`src/rtl/reg_write_arbiter.sv`:
```
// reg_write_arbiter: round-robin arbiter that shares the single register-file
// write port between N_REQ writeback sources. Every output is registered.
// Optional build macro R0_WRITE_BLOCK_EN: a grant whose index is 0 still
// releases the requester, but it suppresses wr_en and pulses r0_drop instead.
module reg_write_arbiter #(
  parameter int N_REQ  = 3,
  parameter int DATA_W = 32,
  parameter int IDX_W  = 4
) (
  input  logic                      clock,
  input  logic                      clear,
  input  logic [N_REQ-1:0]          req,
  input  logic [N_REQ*IDX_W-1:0]    req_idx,
  input  logic [N_REQ*DATA_W-1:0]   req_data,
  input  logic                      stall,
  output logic [N_REQ-1:0]          gnt,
  output logic                      wr_en,
  output logic [IDX_W-1:0]          wr_sel,
  output logic [DATA_W-1:0]         wr_data,
  output logic                      busy
`ifdef R0_WRITE_BLOCK_EN
  ,
  output logic                      r0_drop
`endif
);

  localparam int PTR_W = $clog2(N_REQ);

  typedef enum logic [0:0] {
    IDLE  = 1'b0,
    ISSUE = 1'b1
  } state_e;

  state_e             state_q, state_d;
  logic [PTR_W-1:0]   ptr_q, ptr_d;
  logic [N_REQ-1:0]   gnt_q, gnt_d;
  logic               wr_en_q, wr_en_d;
  logic [IDX_W-1:0]   wr_sel_q, wr_sel_d;
  logic [DATA_W-1:0]  wr_data_q, wr_data_d;
  logic               busy_q, busy_d;
`ifdef R0_WRITE_BLOCK_EN
  logic               r0_drop_q, r0_drop_d;
`endif

  logic [N_REQ-1:0]   eligible_s;
  logic [PTR_W:0]     pick_s;
  logic               grant_s;
  logic [PTR_W-1:0]   win_s;
  logic [IDX_W-1:0]   win_idx_s;
  logic [DATA_W-1:0]  win_data_s;

  // First set bit of elig searching upward from start, wrapping modulo N_REQ.
  // Result MSB flags that a winner was found; low bits carry its number.
  function automatic logic [PTR_W:0] pick_first(input logic [N_REQ-1:0] elig,
                                                input logic [PTR_W-1:0] start);
    logic [PTR_W:0] res;
    int             cand;
    res = '0;
    for (int i = 0; i < N_REQ; i++) begin
      cand = (int'(start) + i) % N_REQ;
      if (!res[PTR_W] && elig[cand]) begin
        res = {1'b1, PTR_W'(cand)};
      end else begin
        res = res;
      end
    end
    return res;
  endfunction

  // Arbitration: the requester granted last cycle is masked out for one cycle.
  always_comb begin
    eligible_s = req & ~gnt_q;
    pick_s     = pick_first(eligible_s, ptr_q);
    grant_s    = !stall && pick_s[PTR_W];
    win_s      = pick_s[PTR_W-1:0];
    win_idx_s  = req_idx[win_s*IDX_W +: IDX_W];
    win_data_s = req_data[win_s*DATA_W +: DATA_W];
  end

  // State register and all registered outputs, synchronous clear.
  always_ff @(posedge clock) begin
    if (clear) begin
      state_q   <= IDLE;
      ptr_q     <= '0;
      gnt_q     <= '0;
      wr_en_q   <= 1'b0;
      wr_sel_q  <= '0;
      wr_data_q <= '0;
      busy_q    <= 1'b0;
`ifdef R0_WRITE_BLOCK_EN
      r0_drop_q <= 1'b0;
`endif
    end else begin
      state_q   <= state_d;
      ptr_q     <= ptr_d;
      gnt_q     <= gnt_d;
      wr_en_q   <= wr_en_d;
      wr_sel_q  <= wr_sel_d;
      wr_data_q <= wr_data_d;
      busy_q    <= busy_d;
`ifdef R0_WRITE_BLOCK_EN
      r0_drop_q <= r0_drop_d;
`endif
    end
  end

  // Next state: any issued grant lands in ISSUE; otherwise return to IDLE.
  always_comb begin
    state_d = state_q;
    case (state_q)
      IDLE: begin
        if (grant_s) begin
          state_d = ISSUE;
        end else begin
          state_d = IDLE;
        end
      end
      ISSUE: begin
        if (grant_s) begin
          state_d = ISSUE;
        end else begin
          state_d = IDLE;
        end
      end
      default: state_d = IDLE;
    endcase
  end

  // Output and pointer values loaded at the next edge; index/data hold when idle.
  always_comb begin
    gnt_d     = '0;
    wr_en_d   = 1'b0;
    wr_sel_d  = wr_sel_q;
    wr_data_d = wr_data_q;
    busy_d    = 1'b0;
    ptr_d     = ptr_q;
`ifdef R0_WRITE_BLOCK_EN
    r0_drop_d = 1'b0;
`endif
    if (grant_s) begin
      gnt_d     = {{(N_REQ-1){1'b0}}, 1'b1} << win_s;
      wr_sel_d  = win_idx_s;
      wr_data_d = win_data_s;
      busy_d    = 1'b1;
      if (win_s == PTR_W'(N_REQ-1)) begin
        ptr_d = '0;
      end else begin
        ptr_d = win_s + PTR_W'(1);
      end
`ifdef R0_WRITE_BLOCK_EN
      if (win_idx_s == '0) begin
        wr_en_d   = 1'b0;
        r0_drop_d = 1'b1;
      end else begin
        wr_en_d   = 1'b1;
        r0_drop_d = 1'b0;
      end
`else
      wr_en_d = 1'b1;
`endif
    end else begin
      gnt_d   = '0;
      wr_en_d = 1'b0;
    end
  end

  assign gnt     = gnt_q;
  assign wr_en   = wr_en_q;
  assign wr_sel  = wr_sel_q;
  assign wr_data = wr_data_q;
  assign busy    = busy_q;
`ifdef R0_WRITE_BLOCK_EN
  assign r0_drop = r0_drop_q;
`endif

endmodule

```
`config.mk`:
```
export PLATFORM = sky130hd
export DESIGN_NAME = reg_write_arbiter
export DESIGN_NICKNAME = d
export VERILOG_FILES = /design/src/rtl/reg_write_arbiter.sv
export SDC_FILE = /design/constraint.sdc
export NUM_CORES = 1
export LEC_CHECK = 0
export CAP_MARGIN = 30
export CORE_ASPECT_RATIO = 1.2
export CORE_MARGIN = 2
export CORE_UTILIZATION = 30
export DETAILED_ROUTE_END_ITERATION = 16
export PLACE_DENSITY_LB_ADDON = 0.12
export SETUP_SLACK_MARGIN = 0.05
export SLEW_MARGIN = 15
export SYNTH_ARGS = -nofsm -noshare
export SYNTH_HDL_FRONTEND = slang
export SYNTH_SLANG_ARGS = --single-unit
```
`constraint.sdc`:
```
create_clock -name clock -period 3.5 [get_ports clock]
set_input_delay 1.05 -clock clock [delete_from_list [all_inputs] [get_ports clock]]
set_output_delay 1.05 -clock clock [all_outputs]
set_load 0.05 [all_outputs]
```
# Word-level counts from Yosys, hierarchy flattened
# Index checks and enable logic that the tools add are counted.
# classes
add_sub_neg	3
div	3
n_lt_le_gt_ge	3
n_eq_ne	1
n_shift	3
mux	14
bitwise	3
n_reduce_logical	7
# op_table
operator	n
$lt 32x4->1 const B	3
$shiftx 96x8->32	1
$mod 32x3->32 const B	2
$mod 3x3->32 const B	1
$shiftx 12x5->4	1
$mux 3	3
$mux 1	7
$bmux 1 s2	3
$add 2x1->3 const B	1
$add 2x2->3 const B	1
$and 3x3->3	1
$logic_and 1x1->1	3
$logic_not 1->1	3
$not 3->3	1
$shl 1x2->3 const A	1
$add 2x1->2 const B	1
$eq 2x2->1 const B	1
$mux 2	1
$reduce_or 2->1	1
$not 1->1	1
# totals
reg_bits	42
inputBits	114
output_inout_bits	41
word_cells	42

# Depth between registers and ports, before layout
# logic_depth
depth_word	15
ltp_mapped	11
depth_no_buf	8

# Worst setup path before layout
# No wires, ideal clock.
# synth_path
path_type	input to register
from	input port req[2]
to	register wr_data_q[0] (netlist: wr_data[0])
setup_time_ps	122
arrival_ps	2553
required_time_ps	3378
setup_slack_ps	826
cell_stages	9
path_buffers	3
cell_sequence	nand2b_1 > buf_2 > nor2b_4 > nor4b_4 > o21ai_1 > and3_1 > buf_2 > buf_6 > a221o_1
# synth_via
elab_chain_len	12
elab_cells_between_ends	19
classes_between	shift (1); mux (12); bitwise (1); reduce/logical (5)
# synth_rtl
item	line	rtl
from (decl)	12	input logic [N_REQ-1:0] req,
$and 3x3->3 *	72	eligible_s = req & ~gnt_q;
$bmux 1 s2	61	if (!res[PTR_W] && elig[cand]) begin
$mux 1 (implied by the code) (2 in a row)	61	
$mux 3	61	
$logic_not 1->1	61	
$logic_and 1x1->1	61	
$mux 3	61	
$logic_not 1->1	61	
$logic_and 1x1->1	61	
$mux 3 *	61	
$shiftx 96x8->32 or $logic_and 1x1->1 (tied branches)	77, 74	
to (signal assigned)	99	wr_data_q <= wr_data_d;
to (decl)	39	logic [DATA_W-1:0] wr_data_q, wr_data_d;
# Every way passes the cells marked *; elsewhere a longest branch is shown, timed or not. The select of a mux whose other input is x is not followed.
# A chain may end at the register's enable or synchronous reset.

# Worst setup path in the final report
# layout_path
from	input port req[0]
to	register wr_data_q[10] (netlist: wr_data[10])
# The elaborated chain is that of the path after synthesis.

==> flow_summary.ini <==
[run_status]
status = complete, no violations

[logic_synthesis]
syn_area_um2 = 2530
synth_top_cell_by_area = dfxtp_1
synth_top_area_share_pct = 33.2
synthMostInstantiatedCell = nand3_1
ys_top_cells_by_area = dfxtp_1, nand3_1, a221o_1
synth.avg_cell_area_um2 = 9.24
ys_types = 43
synth_common_cells = nand3_1, dfxtp_1, a221o_1, mux2i_1, clkbuf_1
synthArstFlopShare_pct = 0
synth_edf_count = 0
ys.flop_type = dfxtp_1
netlist_instances = 274
synth-seq-cells = 42
ys_seq_area_share_pct = 33.2
ys.warnings.count = 0
syn_nets = 391

[floorplan]
initial_core_util_pct = 31.1
rows = 36
core_area_um2 = 8150
ios = 155
dieWidth_um = 87.9
die_h_um = 105
die_area_um2 = 9200

[setup_path]
crit_fanout = 24
worst-path-buf-inv = 2
cp_top_family = compound AO/OA/AOI/OAI gates
worstPathRequired_ns = 3.74
worst_path_largest_cell_delay_ns = 0.51
slowest_stage = nor2_2
crit_arrival_ns = 3.19
crit_chain = clkdlybuf4s50_1, nor3b_1, a21o_1, o21ai_1, a21oi_4, nor2_2, buf_12, a221o_1
worstSetupEndpointType = flop
startpoint_type = input port
critPathKind = in2reg

[cts]
htree_num_levels = 2
post_cts_resized = 0
clock_latency_ns = 0.29
cts_tree = yes
cts_hold_buf = 0
cts_sinks = 42
path_clk_slew_ns = 0.08
root_buffer = clkbuf_8
cts_buffers = 5
cts_setup_buffers = 0
clockBufferDepth = 2

[finish]
drive_gt1_share_pct = 6.07
area.growth.synth_to_final_pct = 68.9
diodes = 0
num-nets-final = 529

[job]
maxCapViolCount = 0

[pwr]
leakage_nw = 1.54
ir_worst_vdd_mv = 0.225
fin_total_pwr_mw = 2.26
powerDensity_nw_per_um2 = 529

[sta]
clock.fmax_ghz = 0.338
rsz0062_at_grt = no
finalSetupViolCount = 0
totalNegativeSetupSlack_ns = 0
tightest_slew_ns = 0.640
hold_viol_final = 0
period_share_pct = 84.5
slew_headroom_pct = 57.3
skew_ns = 0.00919
period_minus_slack_ns = 2.96
finalMaxSlewViolations = 0

[route]
drtAntennaViolNets = 0
routed_via_density = 5.04
drc = 0
dr_total_vias = 2649
wl_per_cell_um = 15.7
detail_route.iter0.violations = 97
drtPass1Iterations = 4
finalWirelength_um = 8280

[grt]
grt_pass1_wl_um = 13100
grt_max_degree = 74
grt_pass1_vias = 2702
grt_usage_pct = 18.0
antenna_found_initial = 0
grt-ovfl-total = 0

[worst_hold_path]
hold_path.class = reg2reg

[place]
numPortBuffers = 154
dp_hpwl_um = 6000
gp_congestion = 0.785
## metal layers
layer	track usage [%]	vias to the layer above	wire length [µm]
li1	-	1334	-
met1	20.3	1199	3250
met2	30.1	92	4140
met3	6.32	24	571
met4	7.69	0	309
met5	0	-	0
## placed cells by master (no fill, tap or decap), types with 3 or more instances in the layout
cell type and instances:
dfxtp_1 42, buf_12 4, nor2_1 6, a21oi_1 4, buf_4 4, a221o_1 36, nand3_1 73, o21ai_1 3
mux2i_1 36, nor2b_1 5, ha_1 3, clkdlybuf4s50_1 154, clkbuf_8 6
## kinds of logic after synthesis
family,share of synthesized area [%]
multiplexers,14.2
AND/OR/NAND/NOR,22.1
AO/OA/AOI/OAI,21.2
flip-flops,33.2
adder cells (fa/ha/maj),1.48
buffers and inverters,7.76
## power breakdown
group / switching, mW / internal (mW)
logic: 0.722 / 0.509
clock network: 0.169 / 0.229
registers: 0.0571 / 0.577
## worst reg2reg max path, stage by stage (launching register included)
cell     delay (ns)
dfxtp_1        0.34
inv_1          0.08
ha_1           0.38
and2b_1        0.25
nor2b_4        0.14
nor4b_4        0.36
buf_4          0.20
o21ai_1        0.06
and3_1         0.24
buf_12         0.19
a221o_1        0.33
## path summary, 6_finish.rpt
kind | to | cells past startpoint | slack [ns] | from
max | wr_data[10] | 8 | 0.54 | req[0]
min | wr_data[3] | 1 | 0.49 | wr_data[3]
max reg2reg | wr_data[20] | 10 | 0.81 | ptr_q[1]
min reg2reg | wr_data[3] | 1 | 0.49 | wr_data[3]
## area by class of cell
cell class / count / area, µm²
clock buffers: 6 / 82.6
clock inverters: 1 / 30.0
fillers: 785 / 3870
inverters: 2 / 7.51
multi-input cells: 199 / 1520
flip-flops and latches: 42 / 841
well taps: 114 / 143
repair buffers: 162 / 1650
## metrics by stage
step / hold WS (ns) / std cells / worst slack [ns] / area (µm²) / util (%)
2_1_floorplan: 0.483 / 274 / 0.826 / 2530 / -
3_3_place_gp: 0.468 / 519 / 0.266 / 4170 / 51.1
3_5_place_dp: 0.472 / 519 / 0.224 / 4170 / 51.1
4_1_cts: 0.494 / 526 / 0.542 / 4280 / 52.5
5_1_grt: 0.506 / 526 / 0.379 / 4280 / 52.5
6_report: 0.487 / 526 / 0.544 / 4280 / 52.5
## flip-flops by register name, indices dropped and copies added (netlist names)
register and cells:
ptr_q 2, wr_data 32, busy 1, gnt 3, wr_sel 4
(Power assumes the default switching activity.)
